[config.mk]
export PLATFORM = sky130hd
export DESIGN_NAME = rom_loader
export DESIGN_NICKNAME = d
export VERILOG_FILES = /design/src/rtl/rom_loader.sv
export SDC_FILE = /design/constraint.sdc
export NUM_CORES = 1
export LEC_CHECK = 0
export CORE_UTILIZATION = 50
export CTS_BUF_LIST = sky130_fd_sc_hd__clkbuf_8
export DETAILED_ROUTE_END_ITERATION = 16
export PLACE_DENSITY = 0.72
export SLEW_MARGIN = 20
export SYNTH_ARGS = -nofsm -noshare
export SYNTH_HDL_FRONTEND = slang
export SYNTH_SLANG_ARGS = --single-unit
[constraint.sdc]
create_clock -name clk_i -period 5.44 [get_ports clk_i]
set_clock_uncertainty 0.15 [all_clocks]
set_input_delay 1.36 -clock clk_i [delete_from_list [all_inputs] [get_ports clk_i]]
set_output_delay 1.36 -clock clk_i [all_outputs]
set_load 0.005 [all_outputs]
[src/rtl/rom_loader.sv]
// rom_loader: assembles big-endian 32-bit words from a host byte stream and writes them to the instruction ROM.
// Optional trailing checksum byte: define ROM_LOADER_CHECKSUM_EN.
module rom_loader #(
    parameter int ADDR_W      = 16,
    parameter int MAX_WORDS   = 1024,
    parameter int TIMEOUT_CYC = 100000
) (
    input  logic              clk_i,
    input  logic              rst_i,
    input  logic              start_i,
    input  logic [7:0]        rx_data_i,
    input  logic              rx_valid_i,
    output logic              rx_ready_o,
    output logic [31:0]       w_rom_data,
    output logic [ADDR_W-1:0] w_rom_addr,
    output logic              en_w_rom,
    output logic              cpu_hold_o,
    output logic              done_o,
    output logic              err_o
);
    localparam int TO_W = $clog2(TIMEOUT_CYC + 1);

`ifdef ROM_LOADER_CHECKSUM_EN
    typedef enum logic [2:0] {
        S_IDLE = 3'd0, S_LEN_HI = 3'd1, S_LEN_LO = 3'd2, S_DATA = 3'd3,
        S_WRITE = 3'd4, S_DONE = 3'd5, S_ERR = 3'd6, S_CHK = 3'd7
    } state_t;
    localparam state_t S_FINAL = S_CHK;
`else
    typedef enum logic [2:0] {
        S_IDLE = 3'd0, S_LEN_HI = 3'd1, S_LEN_LO = 3'd2, S_DATA = 3'd3,
        S_WRITE = 3'd4, S_DONE = 3'd5, S_ERR = 3'd6
    } state_t;
    localparam state_t S_FINAL = S_DONE;
`endif

    state_t            state_q, state_d;
    logic [7:0]        len_hi_q;
    logic [ADDR_W-1:0] len_q, idx_q, w_rom_addr_q;
    logic [23:0]       shift_q;
    logic [1:0]        byte_cnt_q;
    logic [TO_W-1:0]   to_cnt_q;
    logic [31:0]       w_rom_data_q;
    logic              rx_ready_q, en_w_rom_q, cpu_hold_q, done_q, err_q;
    logic              ready_d, hold_d;
    logic              accept_s, timeout_s;
    logic [15:0]       hdr_s;
    logic [ADDR_W-1:0] idx_inc_s;
`ifdef ROM_LOADER_CHECKSUM_EN
    logic [7:0]        sum_q;
`endif

    // Handshake, timeout detect and helper arithmetic
    always_comb begin
        accept_s  = rx_valid_i & rx_ready_q;
        timeout_s = ~accept_s & (to_cnt_q == TO_W'(TIMEOUT_CYC - 1));
        hdr_s     = {len_hi_q, rx_data_i};
        idx_inc_s = idx_q + ADDR_W'(1);
    end

    // Next-state decode and the output levels that follow from it
    always_comb begin
        state_d = state_q;
        case (state_q)
            S_IDLE, S_DONE, S_ERR: begin
                if (start_i) state_d = S_LEN_HI;
                else         state_d = state_q;
            end
            S_LEN_HI: begin
                if (accept_s)       state_d = S_LEN_LO;
                else if (timeout_s) state_d = S_ERR;
                else                state_d = S_LEN_HI;
            end
            S_LEN_LO: begin
                if (accept_s) begin
                    if (hdr_s == 16'd0)                 state_d = S_FINAL;
                    else if (hdr_s > 16'(MAX_WORDS))    state_d = S_ERR;
                    else                                state_d = S_DATA;
                end else if (timeout_s) begin
                    state_d = S_ERR;
                end else begin
                    state_d = S_LEN_LO;
                end
            end
            S_DATA: begin
                if (accept_s) begin
                    if (byte_cnt_q == 2'd3) state_d = S_WRITE;
                    else                    state_d = S_DATA;
                end else if (timeout_s) begin
                    state_d = S_ERR;
                end else begin
                    state_d = S_DATA;
                end
            end
            S_WRITE: begin
                if (idx_inc_s == len_q) state_d = S_FINAL;
                else                    state_d = S_DATA;
            end
`ifdef ROM_LOADER_CHECKSUM_EN
            S_CHK: begin
                if (accept_s) begin
                    if (rx_data_i == sum_q) state_d = S_DONE;
                    else                    state_d = S_ERR;
                end else if (timeout_s) begin
                    state_d = S_ERR;
                end else begin
                    state_d = S_CHK;
                end
            end
`endif
            default: state_d = S_IDLE;
        endcase
        hold_d  = ~((state_d == S_IDLE) | (state_d == S_DONE) | (state_d == S_ERR));
        ready_d = hold_d & (state_d != S_WRITE);
    end

    // FSM state, registered outputs and datapath
    always_ff @(posedge clk_i or negedge rst_i) begin
        if (!rst_i) begin
            state_q      <= S_IDLE;
            len_hi_q     <= 8'd0;
            len_q        <= '0;
            idx_q        <= '0;
            shift_q      <= 24'd0;
            byte_cnt_q   <= 2'd0;
            to_cnt_q     <= '0;
            w_rom_data_q <= 32'd0;
            w_rom_addr_q <= '0;
            rx_ready_q   <= 1'b0;
            en_w_rom_q   <= 1'b0;
            cpu_hold_q   <= 1'b0;
            done_q       <= 1'b0;
            err_q        <= 1'b0;
`ifdef ROM_LOADER_CHECKSUM_EN
            sum_q        <= 8'd0;
`endif
        end else begin
            state_q    <= state_d;
            rx_ready_q <= ready_d;
            cpu_hold_q <= hold_d;
            en_w_rom_q <= (state_d == S_WRITE);
            done_q     <= (state_d == S_DONE);
            err_q      <= (state_d == S_ERR);
            if ((state_d == S_LEN_HI) && (state_q != S_LEN_HI)) begin
                to_cnt_q   <= '0;
                idx_q      <= '0;
                byte_cnt_q <= 2'd0;
`ifdef ROM_LOADER_CHECKSUM_EN
                sum_q      <= 8'd0;
`endif
            end else begin
                // The idle counter only runs while a byte could be taken
                if (accept_s)        to_cnt_q <= '0;
                else if (rx_ready_q) to_cnt_q <= to_cnt_q + TO_W'(1);
                case (state_q)
                    S_LEN_HI: if (accept_s) len_hi_q <= rx_data_i;
                    S_LEN_LO: if (accept_s) len_q <= ADDR_W'(hdr_s);
                    S_DATA: begin
                        if (accept_s) begin
                            shift_q    <= {shift_q[15:0], rx_data_i};
                            byte_cnt_q <= byte_cnt_q + 2'd1;
`ifdef ROM_LOADER_CHECKSUM_EN
                            sum_q      <= sum_q + rx_data_i;
`endif
                            if (byte_cnt_q == 2'd3) begin
                                w_rom_data_q <= {shift_q, rx_data_i};
                                w_rom_addr_q <= idx_q;
                            end
                        end
                    end
                    S_WRITE: idx_q <= idx_inc_s;
                    default: ;
                endcase
            end
        end
    end

    assign rx_ready_o = rx_ready_q;
    assign w_rom_data = w_rom_data_q;
    assign w_rom_addr = w_rom_addr_q;
    assign en_w_rom   = en_w_rom_q;
    assign cpu_hold_o = cpu_hold_q;
    assign done_o     = done_q;
    assign err_o      = err_q;
endmodule

==> key figures, run 1 <==
GRT
  • Largest net degree at the start of global routing: 103
  • GR Util All Layers: 21.9%
  • Overflow after GRT: 0
  • Vias in the first global route: 4305
  • Initial antenna violation count: 0
  • First-pass GRT wire length: 21800 um

Synth
  • Top cell type by total area after synthesis: dfrtp_1
  • Synthesized area per cell: 11.8 sq um
  • Commonest cells in the netlist: dfrtp_1, mux2_2, nor2_1, xnor2_1, nand2_1
  • Seq/Total Area, Yosys: 54.5%
  • Most frequent cell after synthesis: dfrtp_1
  • Post-synthesis mux area share: 17.0%
  • Unique cell type count in the Yosys netlist: 51
  • Flops & latches, synth: 139
  • Ys flop type: dfrtp_1
  • Post-synth top area share: 54.5%
  • Post-synthesis adder-cell area fraction: 0.745%
  • Main combinational cell family by area after synthesis: multiplexers
  • Synth warn: 0
  • Simple-gate share of the synthesized area: 13.0%
  • Mapped Cells: 539
  • Mapped Area: 6390 sq um
  • Ys async rst share: 100%
  • EDFF count, synth: 0
  • Top cells by area, synth: dfrtp_1, mux2_2, xnor2_1, nor2_1, a21oi_1
  • XOR/XNOR share of the synthesized area: 5.90%
  • Syn_nets: 554
  • Synth Area in Compound Gates: 5.86%

Worst setup path
  • Critical path peak fanout: 26
  • Setup crit end kind: flop
  • CP bufs+invs: 3
  • Critical Path, Cell by Cell: clkdlybuf4s50_1 > buf_4 > and2_1 > nand2_2 > nor4b_1 > a311o_1 > o2111a_1 > buf_12 > nor3_1
  • Reg-to-reg slack, setup: 2390 ps
  • Delay-heaviest family, CP: simple AND/OR/NAND/NOR gates
  • Crit-path max cell delay: 500 ps
  • Crit path DAT: 4220 ps
  • Startpoint types: input pin
  • Worst setup path class: input pin to flop
  • Worst path slowest cell: o2111a_1
  • Required time of the worst setup path: 5600 ps

Cells and area
  • P&R area growth vs syn: 17.7%
  • N_diodes: 0
  • Util after Layout: 61.5%
  • Fin area: 7510 sq um
  • Layout cells sized above 1: 22.2%
  • Fin nets: 613

Timing
  • Worst slew pin tran: 896 ps
  • RSZ-0062 raised after global routing: false
  • Rel. slew slack: 40.3%
  • Setup TNS: 0 ps
  • Final setup viols: 0
  • Final Max Slew Viols: 0
  • Period utilisation layout: 74.7%
  • Fin crit period: 4060 ps
  • Fmax: 0.246 GHz
  • Final Hold Vio Count: 0

Pwr
  • Pleak: 3.28 nW
  • P per Cell Area: 404 nW/um^2
  • Max VDD drop: 0.220 mV
  • Overall Power: 3.03 mW

Placed design
  • DP HPWL: 8970 um
  • # port buffers: 64
  • GP Congestion: 0.880
  • Area post-placement: 7140 sq um

Floorplan
  • Core area: 12200 sq um
  • Initial Utilization: 52.3%
  • Row cnt: 40
  • Die H: 115 um
  • Die width: 115 um
  • Die area: 13200 sq um
  • IO Pins: 65

Clock network
  • Clock Tree Root: clkbuf_8
  • TritonCTS clock tree: yes
  • Post-cts resize count: 0
  • H-tree lvl count: 4
  • Post-CTS Setup Inserts: 0
  • Clk slew on worst S/H paths: 70 ps
  • Max Buffers Root-to-Sink: 2
  • Clock Latency Late Sink: 450 ps
  • Num CTS Buffers: 17
  • Hold_buf cts: 0
  • Num Clock Sinks: 139

Detailed routing
  • Final WL: 12900 um
  • Vias post-DR: 4251
  • Via-to-Cell Ratio: 5.47
  • DR iter-0 viols: 198
  • DRC: 0
  • Detailed-route wire length per cell: 16.6 um
  • Final ANT Viol Nets: 0
  • Drt pass-1 iters: 4

Run status
  • Status: complete, no violations

Run
  • MaxCap Viol Count: 0

Worst hold path
  • Hold WC Path Type: flop to flop
-- layout by cell type, fill, tap and decap left out, types with 2 or more instances in the layout --
| cell | synthesis | routed |
|---|---|---|
| nand2b_1 | 4 | 4 |
| or3_1 | 5 | 5 |
| clkbuf_8 | 0 | 22 |
| nor4bb_1 | 2 | 2 |
| a2bb2oi_1 | 2 | 2 |
| and3_1 | 5 | 5 |
| xnor2_1 | 33 | 33 |
| o2111a_1 | 2 | 2 |
| a21oi_1 | 23 | 23 |
| o311ai_0 | 2 | 2 |
| nor4b_1 | 3 | 3 |
| o21a_1 | 2 | 2 |
| clkinv_2 | 0 | 2 |
| nand4_1 | 12 | 12 |
| nand3b_1 | 3 | 3 |
| o21ai_0 | 12 | 12 |
| nand2_1 | 28 | 28 |
| and4_1 | 7 | 7 |
| nor3b_1 | 2 | 2 |
| nor3_1 | 20 | 20 |
| a31oi_1 | 2 | 2 |
| nand3_1 | 10 | 10 |
| buf_4 | 0 | 4 |
| mux2i_1 | 3 | 3 |
| nor4_1 | 5 | 5 |
| mux2_2 | 94 | 94 |
| clkdlybuf4s50_1 | 0 | 63 |
| nor2_1 | 48 | 47 |
| xor2_1 | 10 | 10 |
| o41ai_1 | 3 | 3 |
| nor4_2 | 2 | 2 |
| dfrtp_1 | 139 | 139 |
| ha_1 | 3 | 3 |
| clkinvlp_4 | 0 | 3 |
| inv_1 | 8 | 10 |
-- cell type report --
cell class              count  area [sq um]
repair buffers             69           692
multi-input cells         362          2730
inverters                   9          33.8
fillers                  1020          4700
well taps                 168           210
flip-flops and latches    139          3480
clock buffers              22           303
clock inverters             8          70.1
-- power breakdown --
group | total (mW) | leakage (nW) | switching, mW | internal [mW]
clock network | 0.779 | 0.191 | 0.368 | 0.412
registers | 1.46 | 1.85 | 0.197 | 1.26
logic | 0.798 | 1.23 | 0.389 | 0.409
-- cell families (layout without fill, tap and decap cells) --
kind of cell | count (synthesis) | in the layout
AOI/OAI and AO/OA | 57 | 57
xor gates and xnor gates | 43 | 43
adders and majority gates | 4 | 4
buffers and inverters | 38 | 108
DFF | 139 | 139
muxes | 97 | 97
and+or+nand+nor | 161 | 161
-- per-stage QoR --
stage | worst slack, ps | instances | hold slack [ps]
detailed placement | 965 | 747 | 343
CTS | 1440 | 777 | 359
floorplan | 2180 | 539 | 320
global placement | 1050 | 747 | 335
global route | 1210 | 777 | 374
finish | 1380 | 777 | 355
-- sequential cells by signal (all words and copies together) (netlist names) --
register and flops:
w_rom_data 32, rx_ready_o 1, en_w_rom 1, state_q 3, shift_q 24, w_rom_addr 16
idx_q 16, byte_cnt_q 2, done_o 1, to_cnt_q 17, len_hi_q 8, len_q 16
err_o 1, cpu_hold_o 1
-- per-layer routing --
metal | wire (um) | global-route usage (%)
met3 | 499 | 5.75
met1 | 6160 | 29.9
met2 | 5950 | 33.3
met4 | 257 | 9.18
met5 | 0 | 0
-- worst paths after layout --
path | from | endpoint | depth (start not counted)
worst min register to register | w_rom_data[20] | w_rom_data[20] | 1
min in group asynchronous | rst_i | to_cnt_q[5] | 1
worst max-delay path | rx_valid_i | to_cnt_q[7] | 9
max in group asynchronous | rst_i | w_rom_data[4] | 2
worst max register to register | state_q[1] | to_cnt_q[7] | 7
worst min-delay path | w_rom_data[20] | w_rom_data[20] | 1
Note: power is estimated with default switching activity, not from simulation.
==> run 2: changes to the inputs <==
- clock period: 5.44 -> 4.1 ns (I/O delays scaled with it)
==> key figures, run 2 (synthesis gave the netlist of run 1 again) <==
Run status
  • Status: complete, no violations

Timing
  • Final Max Slew Viols: 0 (unchanged)
  • Period utilisation layout: 82.4%
  • Worst slew pin tran: 997 ps (+101 ps)
  • Worst setup margin: 722 ps (-655 ps)
  • Rel. slew slack: 33.5% (-6.7 points)
  • RSZ-0062 raised after global routing: false
  • Final setup viols: 0 (unchanged)
  • Fin crit period: 3380 ps
  • Setup TNS: 0 ps (unchanged)
  • Final Hold Vio Count: 0 (unchanged)
  • Fmax: 0.296 GHz

Worst setup path
  • CP bufs+invs: 2 (-1)
  • WP depth: 8 (-1)
  • Crit path from: rx_data_i[5]
  • Reg-to-reg slack, setup: 1250 ps (-1140 ps)
  • Setup crit end kind: flop
  • Worst setup path class: input pin to flop
  • Startpoint types: input pin
  • Critical path peak fanout: 35 (+35%)
  • Worst Setup EP: byte_cnt_q[0]
  • Crit-path max cell delay: 480 ps (-20 ps)
  • R2R depth: 7 (unchanged)
  • FF-to-FF Start: len_hi_q[6]
  • Required time of the worst setup path: 4260 ps (-1340 ps)
  • Worst r2r dst: byte_cnt_q[0]
  • Delay-heaviest family, CP: compound AO/OA/AOI/OAI gates
  • Crit path DAT: 3540 ps (-680 ps)
  • Critical Path, Cell by Cell: clkdlybuf4s50_1 > nor4_2 > a31oi_1 > or3b_1 > a211oi_2 > o2111a_1 > buf_4 > o21ai_0
  • Worst path slowest cell: clkdlybuf4s50_1

Detailed routing
  • Final ANT Viol Nets: 0 (unchanged)
  • Drt pass-1 iters: 5 (+1)
  • Vias post-DR: 4348 (+2.3%)
  • DRC: 0 (unchanged)
  • Final WL: 12900 um (+0.37%)
  • Via-to-Cell Ratio: 5.55 (+1.4%)
  • DR iter-0 viols: 263 (+33%)
  • Detailed-route wire length per cell: 16.5 um (-0.53%)

Clock network
  • Post-CTS Setup Inserts: 0 (unchanged)
  • Clock Latency Late Sink: 440 ps (about the same)
  • TritonCTS clock tree: yes
  • Post-cts resize count: 0 (unchanged)
  • Clock Tree Root: clkbuf_8
  • H-tree lvl count: 4 (unchanged)
  • Num Clock Sinks: 139 (unchanged)
  • Num CTS Buffers: 17 (unchanged)
  • Hold_buf cts: 0 (unchanged)
  • Max Buffers Root-to-Sink: 2 (unchanged)
  • Clk slew on worst S/H paths: 70 ps (about the same)

Cells and area
  • Layout cells sized above 1: 23.2% (+1.0 points)
  • Max reg flops: 32 (unchanged)
  • N_diodes: 0 (unchanged)
  • Area of the multi-input gates: 2730 sq um (unchanged)
  • Most common cell after layout, fill and taps aside: dfrtp_1
  • P&R area growth vs syn: 18.1%
  • Fin area: 7540 sq um (+0.38%)
  • Fin nets: 618 (+0.82%)
  • Fillers: 1006 (-1.4%)
  • Reg area: 3480 sq um (unchanged)
  • Util after Layout: 61.8% (+0.24 points)
  • Most frequent cells in the layout: dfrtp_1, mux2_2, clkdlybuf4s50_1

Placed design
  • Area post-placement: 7170 sq um (+0.35%)
  • GP Congestion: 0.885 (+0.53%)
  • DP HPWL: 8990 um (+0.18%)
  • Setup Slack @ Placement: 245 ps (-719 ps)
  • # port buffers: 64 (unchanged)

GRT
  • First-pass GRT wire length: 21100 um (-3.1%)
  • Largest net degree at the start of global routing: 129 (+25%)
  • Overflow after GRT: 0 (unchanged)
  • Initial antenna violation count: 0 (unchanged)
  • GR Util All Layers: 21.0% (-0.88 points)
  • Vias in the first global route: 4241 (-1.5%)

Floorplan
  • Die area: 13200 sq um (unchanged)
  • Core area: 12200 sq um (unchanged)
  • IO Pins: 65 (unchanged)
  • Row cnt: 40 (unchanged)
  • Initial Utilization: 52.3% (unchanged)
  • Die width: 115 um (unchanged)
  • Die H: 115 um (unchanged)

Run
  • MaxCap Viol Count: 0 (unchanged)

Pwr
  • Max VDD drop: 0.312 mV (+42%)
  • Overall Power: 4.02 mW (+32%)
  • P per Cell Area: 533 nW/um^2 (+32%)
  • Pleak: 3.30 nW (+0.67%)

Worst hold path
  • Hold WC Path Type: flop to flop
## run 2: changes by cell type in the layout (fill, tap and decap cells not counted)
cell | before | now
buf_4 | 4 | 10
clkinv_2 | 2 | 5
clkinv_4 | 0 | 2
buf_12 | 1 | 0
buf_6 | 1 | 0
clkbuf_8 | 22 | 21
inv_1 | 10 | 9
## run 2: area by class of cell
| cell class | count | share of cell area [%] |
|---|---|---|
| tap | 168 | 2.79 |
| multi-input combinational | 362 | 36.2 |
| inverter | 9 | 0.448 |
| clock inverter | 12 | 1.31 |
| timing repair buffer | 74 | 9.54 |
| sequential | 139 | 46.1 |
| clock buffer | 20 | 3.65 |
## run 2: per-layer routing
metal	part of all wire [%]	wire length, um	global-route usage (%)	up-vias
met5	0	0	0	-
met4	1.1	143	6.41	0
met3	6.1	793	7.17	11
met2	47	6020	31.8	128
met1	46	5960	28.7	2157
li1	-	-	-	2052
## run 2: worst register-to-register path, cell delays in order (launching register included)
cell,delay (ps)
dfrtp_1,400
nor4_1,560
nand3b_1,150
or3b_1,390
a211oi_2,350
o2111a_1,240
buf_4,340
o21ai_0,160
## run 2: where the power goes
group	total [mW]	switching, mW	leakage, nW	internal, mW
sequential	1.95	0.281	1.85	1.67
combinational	1.05	0.514	1.25	0.531
clock	1.02	0.502	0.191	0.521
total	4.02	1.30	3.30	2.72
## run 2: stage by stage
stage / instances / hold WS [ps]
after detailed placement: 752 / 339
final: 784 / 354
after floorplan: 539 / 320
after global placement: 752 / 335
after global routing: 784 / 364
after CTS: 784 / 360
## run 2: how the worst min path moves through the flow
stage / startpoint / to / slack, ps / depth (start not counted)
after detailed placement: shift_q[23] / shift_q[23] / 340 / 1
after global routing: shift_q[22] / shift_q[22] / 360 / 1
final: w_rom_addr[15] / w_rom_addr[15] / 350 / 1
after floorplan: len_q[10] / len_q[10] / 320 / 2
after CTS: shift_q[23] / shift_q[23] / 360 / 1
after global placement: shift_q[16] / shift_q[16] / 330 / 1
